--- src/rtl/sodor_verif_pkg.sv ---
// Shared constants and enums for the Sodor lockstep verification harness.
// Holds the NOP word, opcodes, instruction-shaping modes and checker FSM states.
package sodor_verif_pkg;

   localparam logic [31:0] NOP_INSTR = 32'h0000_0013;
   localparam logic [6:0]  OPC_ITYPE = 7'h13;
   localparam logic [6:0]  OPC_RTYPE = 7'h33;

   typedef enum logic [1:0] {
      MODE_PASSTHRU = 2'd0,
      MODE_ITYPE    = 2'd1,
      MODE_RTYPE    = 2'd2,
      MODE_MIXED    = 2'd3
   } mode_e;

   typedef enum logic [1:0] {
      ST_RESET_HOLD = 2'd0,
      ST_WARMUP     = 2'd1,
      ST_CHECK      = 2'd2,
      ST_FAIL       = 2'd3
   } state_e;

endpackage

--- src/rtl/sodor_instr_shaper.sv ---
// Combinational shaper: turns a free 32-bit word into a legal ALU instruction
// according to the selected mode, with zero latency.
module sodor_instr_shaper
   import sodor_verif_pkg::*;
(
   input  logic [31:0] raw_instr,
   input  logic [1:0]  mode,
   output logic [31:0] shaped_instr
);

   logic [11:0] imm;
   logic [11:0] imm_legal;
   logic [4:0]  rs1;
   logic [4:0]  rs2;
   logic [4:0]  rd;
   logic [2:0]  f3;
   logic [6:0]  f7_legal;
   logic [31:0] itype_word;
   logic [31:0] rtype_word;

   assign imm = raw_instr[31:20];
   assign rs2 = raw_instr[24:20];
   assign rs1 = raw_instr[19:15];
   assign f3  = raw_instr[14:12];
   assign rd  = raw_instr[11:7];

   // Shift-immediates must keep only the shamt bits (plus bit 10 for SRAI).
   always_comb begin
      imm_legal = imm;
      if (f3 == 3'd1) begin
         imm_legal = imm & 12'h01F;
      end else if (f3 == 3'd5) begin
         imm_legal = imm & 12'h41F;
      end
   end

   // Only ADD/SUB and SRL/SRA have a legal non-zero funct7 (bit 30).
   always_comb begin
      f7_legal = 7'd0;
      if ((f3 == 3'd0) || (f3 == 3'd5)) begin
         f7_legal = {1'b0, raw_instr[30], 5'b0};
      end
   end

   assign itype_word = {imm_legal, rs1, f3, rd, OPC_ITYPE};
   assign rtype_word = {f7_legal, rs2, rs1, f3, rd, OPC_RTYPE};

   always_comb begin
      shaped_instr = raw_instr;
      case (mode_e'(mode))
         MODE_PASSTHRU: shaped_instr = raw_instr;
         MODE_ITYPE:    shaped_instr = itype_word;
         MODE_RTYPE:    shaped_instr = rtype_word;
         MODE_MIXED:    shaped_instr = raw_instr[0] ? rtype_word : itype_word;
         default:       shaped_instr = raw_instr;
      endcase
   end

endmodule

--- config.mk ---
export PLATFORM = sky130hd
export DESIGN_NAME = sodor_instr_shaper
export DESIGN_NICKNAME = d
export VERILOG_FILES = /design/src/rtl/sodor_verif_pkg.sv /design/src/rtl/sodor_instr_shaper.sv
export SDC_FILE = /design/constraint.sdc
export NUM_CORES = 1
export LEC_CHECK = 0
export CORE_AREA = 2 2 42 44
export DETAILED_ROUTE_END_ITERATION = 7
export DIE_AREA = 0 0 44 46
export GPL_TIMING_DRIVEN = 0
export PLACE_DENSITY = 0.84
export SETUP_SLACK_MARGIN = 0.1
export SLEW_MARGIN = 15
export SYNTH_ARGS = -nofsm -noshare
export SYNTH_HDL_FRONTEND = slang
export SYNTH_SLANG_ARGS = --single-unit
--- constraint.sdc ---
create_clock -name vclk -period 1.4
set_input_delay 0.14 -clock vclk [all_inputs]
set_output_delay 0.14 -clock vclk [all_outputs]
set_load 0.05 [all_outputs]
== Word-level counts from Yosys, hierarchy flattened ==
Cells that the tools add are included.

* $add $sub $neg: 0
* Multiply operators: 0
* Divide/modulo/power cells: 0
* Order comparisons: 0
* Equality and inequality tests: 5
* Shift-type cells: 0
* Muxes and demuxes: 5
* Bitwise operators: 0
* Reductions and logical operators: 3

{| class="wikitable"
|+ Operator list
! kind !! number
|-
| $pmux W32 S4 || 1
|-
| $mux W32 || 1
|-
| $mux W12 || 2
|-
| $mux W6 || 1
|-
| $eq A2 B2 Y1 const B || 2
|-
| $eq A3 B1 Y1 const B || 1
|-
| $eq A3 B3 Y1 const B || 1
|-
| $logic_not A3 Y1 || 1
|-
| $eq A2 B1 Y1 const B || 1
|-
| $logic_not A2 Y1 || 1
|-
| $logic_or A1 B1 Y1 || 1
|}

* Register bits after elaboration: 0
* Latch bits: 0
* RAM bits: 0
* Memory bits (read-only): 0
* Bits of input ports: 34
* Word-level logic and storage cells: 13
* Memories: 0

== Logic depth before layout (Yosys ltp) ==
Gate-level depths: netlist (run 1).

* Depth after elaboration: 5
* Gate-level depth with buffers: 3
* Mapped depth without buffers: 3

== Worst setup path after synthesis (run 1) ==
OpenSTA, ideal clock, no wires.

* Path type: input to output
* Start point: in mode[1]
* End point: out shaped_instr[5]
* Arrival time: 1,252 ps
* Data required time: 1,260 ps
* Setup slack: 8 ps
* Stages: 2
* Buffers on the path: 0
* Cells stage by stage: nor2_1 o21ai_0

* Cells in the longest elaborated chain, start to end: 2
* Elaborated cells between the ends (all ways): 5
* Those cells by class: 3 x eq/ne; 1 x mux; 1 x reduce/logical

{| class="wikitable"
|+ Ends and longest elaborated chain
! item !! RTL line !! source
|-
| start: declaration || sodor_instr_shaper.sv:7 || <nowiki>input logic [1:0] mode,</nowiki>
|-
| $eq A2 B2 Y1, or another cell as far along || sodor_instr_shaper.sv:50 || <nowiki>case (mode_e'(mode))</nowiki>
|-
| $pmux W32 S4 (*) || sodor_instr_shaper.sv:50 ||
|-
| end: declaration || sodor_instr_shaper.sv:8 || <nowiki>output logic [31:0] shaped_instr</nowiki>
|}

Mark *: on every way between the ends. The rest lies on a longest branch, timed or not.

== Worst setup path after layout (run 1) ==
* Start point: in raw_instr[12]
* End point: out shaped_instr[30]

* Cells in the longest elaborated chain, start to end: 5
* Elaborated cells between the ends (all ways): 8
* Those cells by class: 2 x eq/ne; 4 x mux; 2 x reduce/logical

{| class="wikitable"
|+ Ends and longest elaborated chain
! item !! RTL line !! source
|-
| start: declaration || sodor_instr_shaper.sv:6 || <nowiki>input logic [31:0] raw_instr,</nowiki>
|-
| $eq A3 B3 Y1 / $logic_not A3 Y1 (equally long branches) || sodor_instr_shaper.sv:40 || <nowiki>if ((f3 == 3'd0) || (f3 == 3'd5)) begin</nowiki>
|-
| $logic_or A1 B1 Y1 || sodor_instr_shaper.sv:40 ||
|-
| $mux W6 || sodor_instr_shaper.sv:40 ||
|-
| $mux W32 || sodor_instr_shaper.sv:54 || <nowiki>MODE_MIXED: shaped_instr = raw_instr[0] ? rtype_word : itype_word;</nowiki>
|-
| $pmux W32 S4 (*) || sodor_instr_shaper.sv:50 ||
|}

Marked as above.

==> reports/metrics.cfg, run 1 <==
[synth]
synth_area_leaders = buf_4 45%, and2_1 19%, or3_2 7.6%
synthCells = 42
synthDistinctLibCells = 13
synth_fp_nets = 76
yosysSeqAreaShare = 0
synth_area_um2 = 298
avgSynthCellArea_um2 = 7.09
synth_top_area_cell = buf_4
yosysWarnings = 0
yosys.area.top_type_share = 0.454

[pwr]
p_per_area_mw_per_mm2 = 495
cellLeakagePower_nw = 0.400
pwr-share-comb = 1.000
p_switching_mw = 0.247
vdd_drop_max_v = 0.000229
clockPowerShare = 0
p_int_mw = 0.185
power_frac_seq = 0
p_total_mw = 0.432
switching_share = 0.572

[floorplanning]
ioPinCount = 66
die_h_um = 46
die-area_mm2 = 0.00202
row_count = 15
die_x_um = 44
coreArea_mm2 = 0.00161
initial_core_util = 0.184

[detailed_routing]
dr.first_iter.drc_count = 2
ant_nets = 0
via_per_inst = 3.95
num_vias = 435
avgRoutedWirePerCell_um = 10.1
wirelength_mm = 1.11
drc = 0
dr.pass1.iters = 3

[layout]
finalNetCount = 129
seq_cell_count = 0
layout.area.seq_um2 = 0
fin_cells = 110
area_growth_pct = 193
drive_above_1_share = 0.516
post-route-util = 0.540
diodes = 0
clock_buffers = 0

[timing]
fin_crit_sh = 0.910
grt_setup_unrepaired = yes
setup_viol = 0
hold_viol = 0
slew_violations = 0
tightestPinTransition_ns = 0.501
max_freq_mhz = 785
min_period_ns = 1.27
fin_ws_ns = 0.126
slew_headroom = 0.665

[critical_path]
cp-end-kind = output pin
crit_chain = dlygate4sd2_1, inv_1, o41ai_4, a31oi_2, buf_6
critPathSlowestCell = o41ai_4
path_max_fanout = 3
crit_path_start_kind = primary input
slowest_delay_ns = 0.36
critPathRequiredTime_ns = 1.26
path_class = in -> out
arrival_ns = 1.13

[place]
io_buffers = 51
hpwl_um = 971
gp_congestion = 0.656
place_ws_ns = -0.895
dpl.cell_count = 110

[global_route]
grt_max_degree = 9
first_global_vias = 333
grt_usage = 0.0892
grt_overflow_total = 0
grt_pass1_wl_mm = 1.44
antenna_found_initial = 0

[outcome]
status = complete, no violations

[flow_run]
maxCapViolations = 0

[hold_path]
hp-class = in -> out

## cell usage in the layout, fill, tap and decap left out, drive strengths merged, types with 2 or more instances in the layout
master	n
inv	2
buf	30
or3	3
and2	10
dlygate4sd2	4
clkdlybuf4s15	5
nor2	2
clkdlybuf4s50	28
## synth_stat cells
master	number
buf_4	18
a31oi_1	1
and2_2	1
a21o_1	1
inv_1	2
and2_1	9
nand2_1	1
o41ai_2	1
nor2_1	2
a32oi_2	1
o21ai_0	1
nand2b_1	1
or3_2	3
## power groups by stage
stage | clock network (mW) | registers, mW | logic, mW
2_1_floorplan | 0 | 0 | 0.257
3_3_place_gp | 0 | 0 | 0.411
3_5_place_dp | 0 | 0 | 0.415
4_1_cts | 0 | 0 | 0.426
5_1_grt | 0 | 0 | 0.448
6_report | 0 | 0 | 0.432
## metrics by stage
step | TNS, ns | area (um^2) | hold WS (ns)
after floorplan | 0 | 304 | 0.428
after global placement | -11.10 | 836 | 1.07
after detailed placement | -11.38 | 836 | 1.07
after CTS | 0 | 861 | 0.787
after global routing | 0 | 872 | 0.761
final | 0 | 872 | 0.735
## layer usage
layer / routed length, um / vias to the layer above / track usage
met5: 0 / - / 0
met4: 0 / 0 / 0
met3: 145 / 0 / 0.0198
met2: 616 / 34 / 0.174
met1: 350 / 179 / 0.105
li1: - / 222 / -
## critical path: cells and delay by family
| kind | cells | cell delay, ns |
|---|---|---|
| compound gates | 2 | 0.43 |
| buf+inv | 3 | 0.56 |
## kinds of logic (layout without fill, tap and decap cells)
group,count (synthesis),in the layout,synth area share
buf+inv,20,71,0.479
simple gates,17,17,0.349
compound gates,5,5,0.172
## cell type report
type / count / area, um^2
buffer: 18 / 135
fill: 164 / 742
inverter: 2 / 7.51
multi-input combinational: 22 / 204
tap: 17 / 21.3
timing repair buffer: 51 / 504
## path summary, 6_finish.rpt
kind	cells after the start	to	slack (ns)	from
min	4	shaped_instr[30]	0.74	raw_instr[13]
max	5	shaped_instr[30]	0.13	raw_instr[12]
## timing repair
| item | 4_1_cts | 5_1_grt |
|---|---|---|
| hold buffers | 0 | 0 |
| resized for setup | 101 | 12 |
| pin swaps | 4 | 2 |
| endpoints found under the setup margin | 17 | 9 |
| buffers inserted | 0 | 0 |
Power figures use the tool's default switching activity.
==> run 2: changes to the inputs <==
CAP_MARGIN = 30   (was default)
CELL_PAD_IN_SITES_DETAIL_PLACEMENT = 0   (was default)
CELL_PAD_IN_SITES_GLOBAL_PLACEMENT = 1   (was default)
CORE_AREA = 2 2 58 60   (was 2 2 42 44)
DIE_AREA = 0 0 60 62   (was 0 0 44 46)
PLACE_DENSITY = 0.82   (was 0.84)
==> reports/metrics.cfg, run 2 (same netlist as run 1, synthesis figures left out) <==
[place]
hpwl_mm = 1.10
dpl_cell_area_um2 = 872
dpl.cell_count = 139
io_buffers = 51
gp_congestion = 0.631

[pwr]
cellLeakagePower_nw = 0.401
p_per_area_mw_per_mm2 = 472
vdd_drop_max_v = 0.000159
p_total_mw = 0.431

[timing]
fin_crit_sh = 0.913
slew_headroom = 0.662
grt_setup_unrepaired = yes
setup_viol = 0
hold_viol = 0
tightestPinTransition_ns = 0.505
slew_violations = 0
max_freq_mhz = 783
hold-worst-slack_ns = 0.777
fin_tns_setup_ns = 0
min_period_ns = 1.28

[critical_path]
critPathRequiredTime_ns = 1.26
crit_end = shaped_instr[1]
path_class = in -> out
arrival_ns = 1.14
path_max_fanout = 1
cp-end-kind = output pin
crit_path_start_kind = primary input
cp-startpoint = raw_instr[1]

[layout]
layout_commonest_cell = clkdlybuf4s50_1
seq_cell_count = 0
fin_cells = 140
drive_above_1_share = 0.500
n_fill_cell = 343
layout.area.seq_um2 = 0
multi_input_area_um2 = 191
clock_buffers = 0
finalNetCount = 130
final_area_um2 = 913
most-common-layout-cells = 28 x clkdlybuf4s50_1, 19 x buf_4, 7 x and2_1
diodes = 0
area_growth_pct = 207

[detailed_routing]
num_vias = 467
drc = 0
dr.first_iter.drc_count = 43
avgRoutedWirePerCell_um = 8.91
via_per_inst = 3.34
ant_nets = 0
dr.pass1.iters = 2
wirelength_mm = 1.25

[floorplanning]
ioPinCount = 66
die_x_um = 60
initial_core_util = 0.0937
die-area_mm2 = 0.00372
row_count = 21
die_h_um = 62
coreArea_mm2 = 0.00318

[global_route]
grt_pass1_wl_mm = 1.78
first_global_vias = 437
grt_overflow_total = 0
antenna_found_initial = 0
grt_max_degree = 9
grt_usage = 0.0602

[outcome]
status = complete, no violations

[hold_path]
hp-class = in -> out

[flow_run]
maxCapViolations = 0

[clock_network]
cts_hold_buf = 0

==> run 2: worst max-delay path, stage by stage <==
cell and delay [ns]:
clkdlybuf4s50_1 0.40, or3_2 0.42, buf_6 0.17
==> run 2: metal layers <==
layer	track usage	wire [um]	up-vias
li1	-	-	223
met1	0.0603	421	194
met2	0.132	621	50
met3	0.0124	205	0
met4	0	0	0
met5	0	0	-
==> run 2: how the worst min path moves through the flow <==
stage,startpoint,end,slack [ns],depth (start not counted)
2_1_floorplan,raw_instr[30],shaped_instr[30],0.43,2
3_3_place_gp,raw_instr[16],shaped_instr[16],1.07,2
3_5_place_dp,raw_instr[10],shaped_instr[10],1.07,2
4_1_cts,mode[0],shaped_instr[5],0.78,3
5_1_grt,mode[0],shaped_instr[4],0.81,3
6_report,mode[0],shaped_instr[4],0.78,3
==> run 2: timing repair <==
item / CTS / global route
cloned: 0 / 0
resized for setup: 107 / 6
pin swaps: 4 / 2
setup endpoints to repair: 17 / 10
setup buffers: 1 / 0
==> run 2: cell type report <==
cell class,instances,area share
repair buffers,52,0.571
multi-input cells,22,0.210
plain buffers,18,0.148
well taps,46,0.0630
inverters,2,0.00822
==> run 2: metrics by stage <==
step / util / setup slack, ns
detailed placement: 0.274 / -0.926
global placement: 0.274 / -0.867
CTS: 0.285 / 0.105
global route: 0.287 / 0.0843
finish: 0.287 / 0.122
floorplan: - / 0.298
==> run 2: power by group <==
group / switching, mW / leakage, nW / internal [mW] / total [mW]
registers: 0 / 0 / 0 / 0
clock network: 0 / 0 / 0 / 0
logic: 0.248 / 0.401 / 0.183 / 0.431
total: 0.248 / 0.401 / 0.183 / 0.431
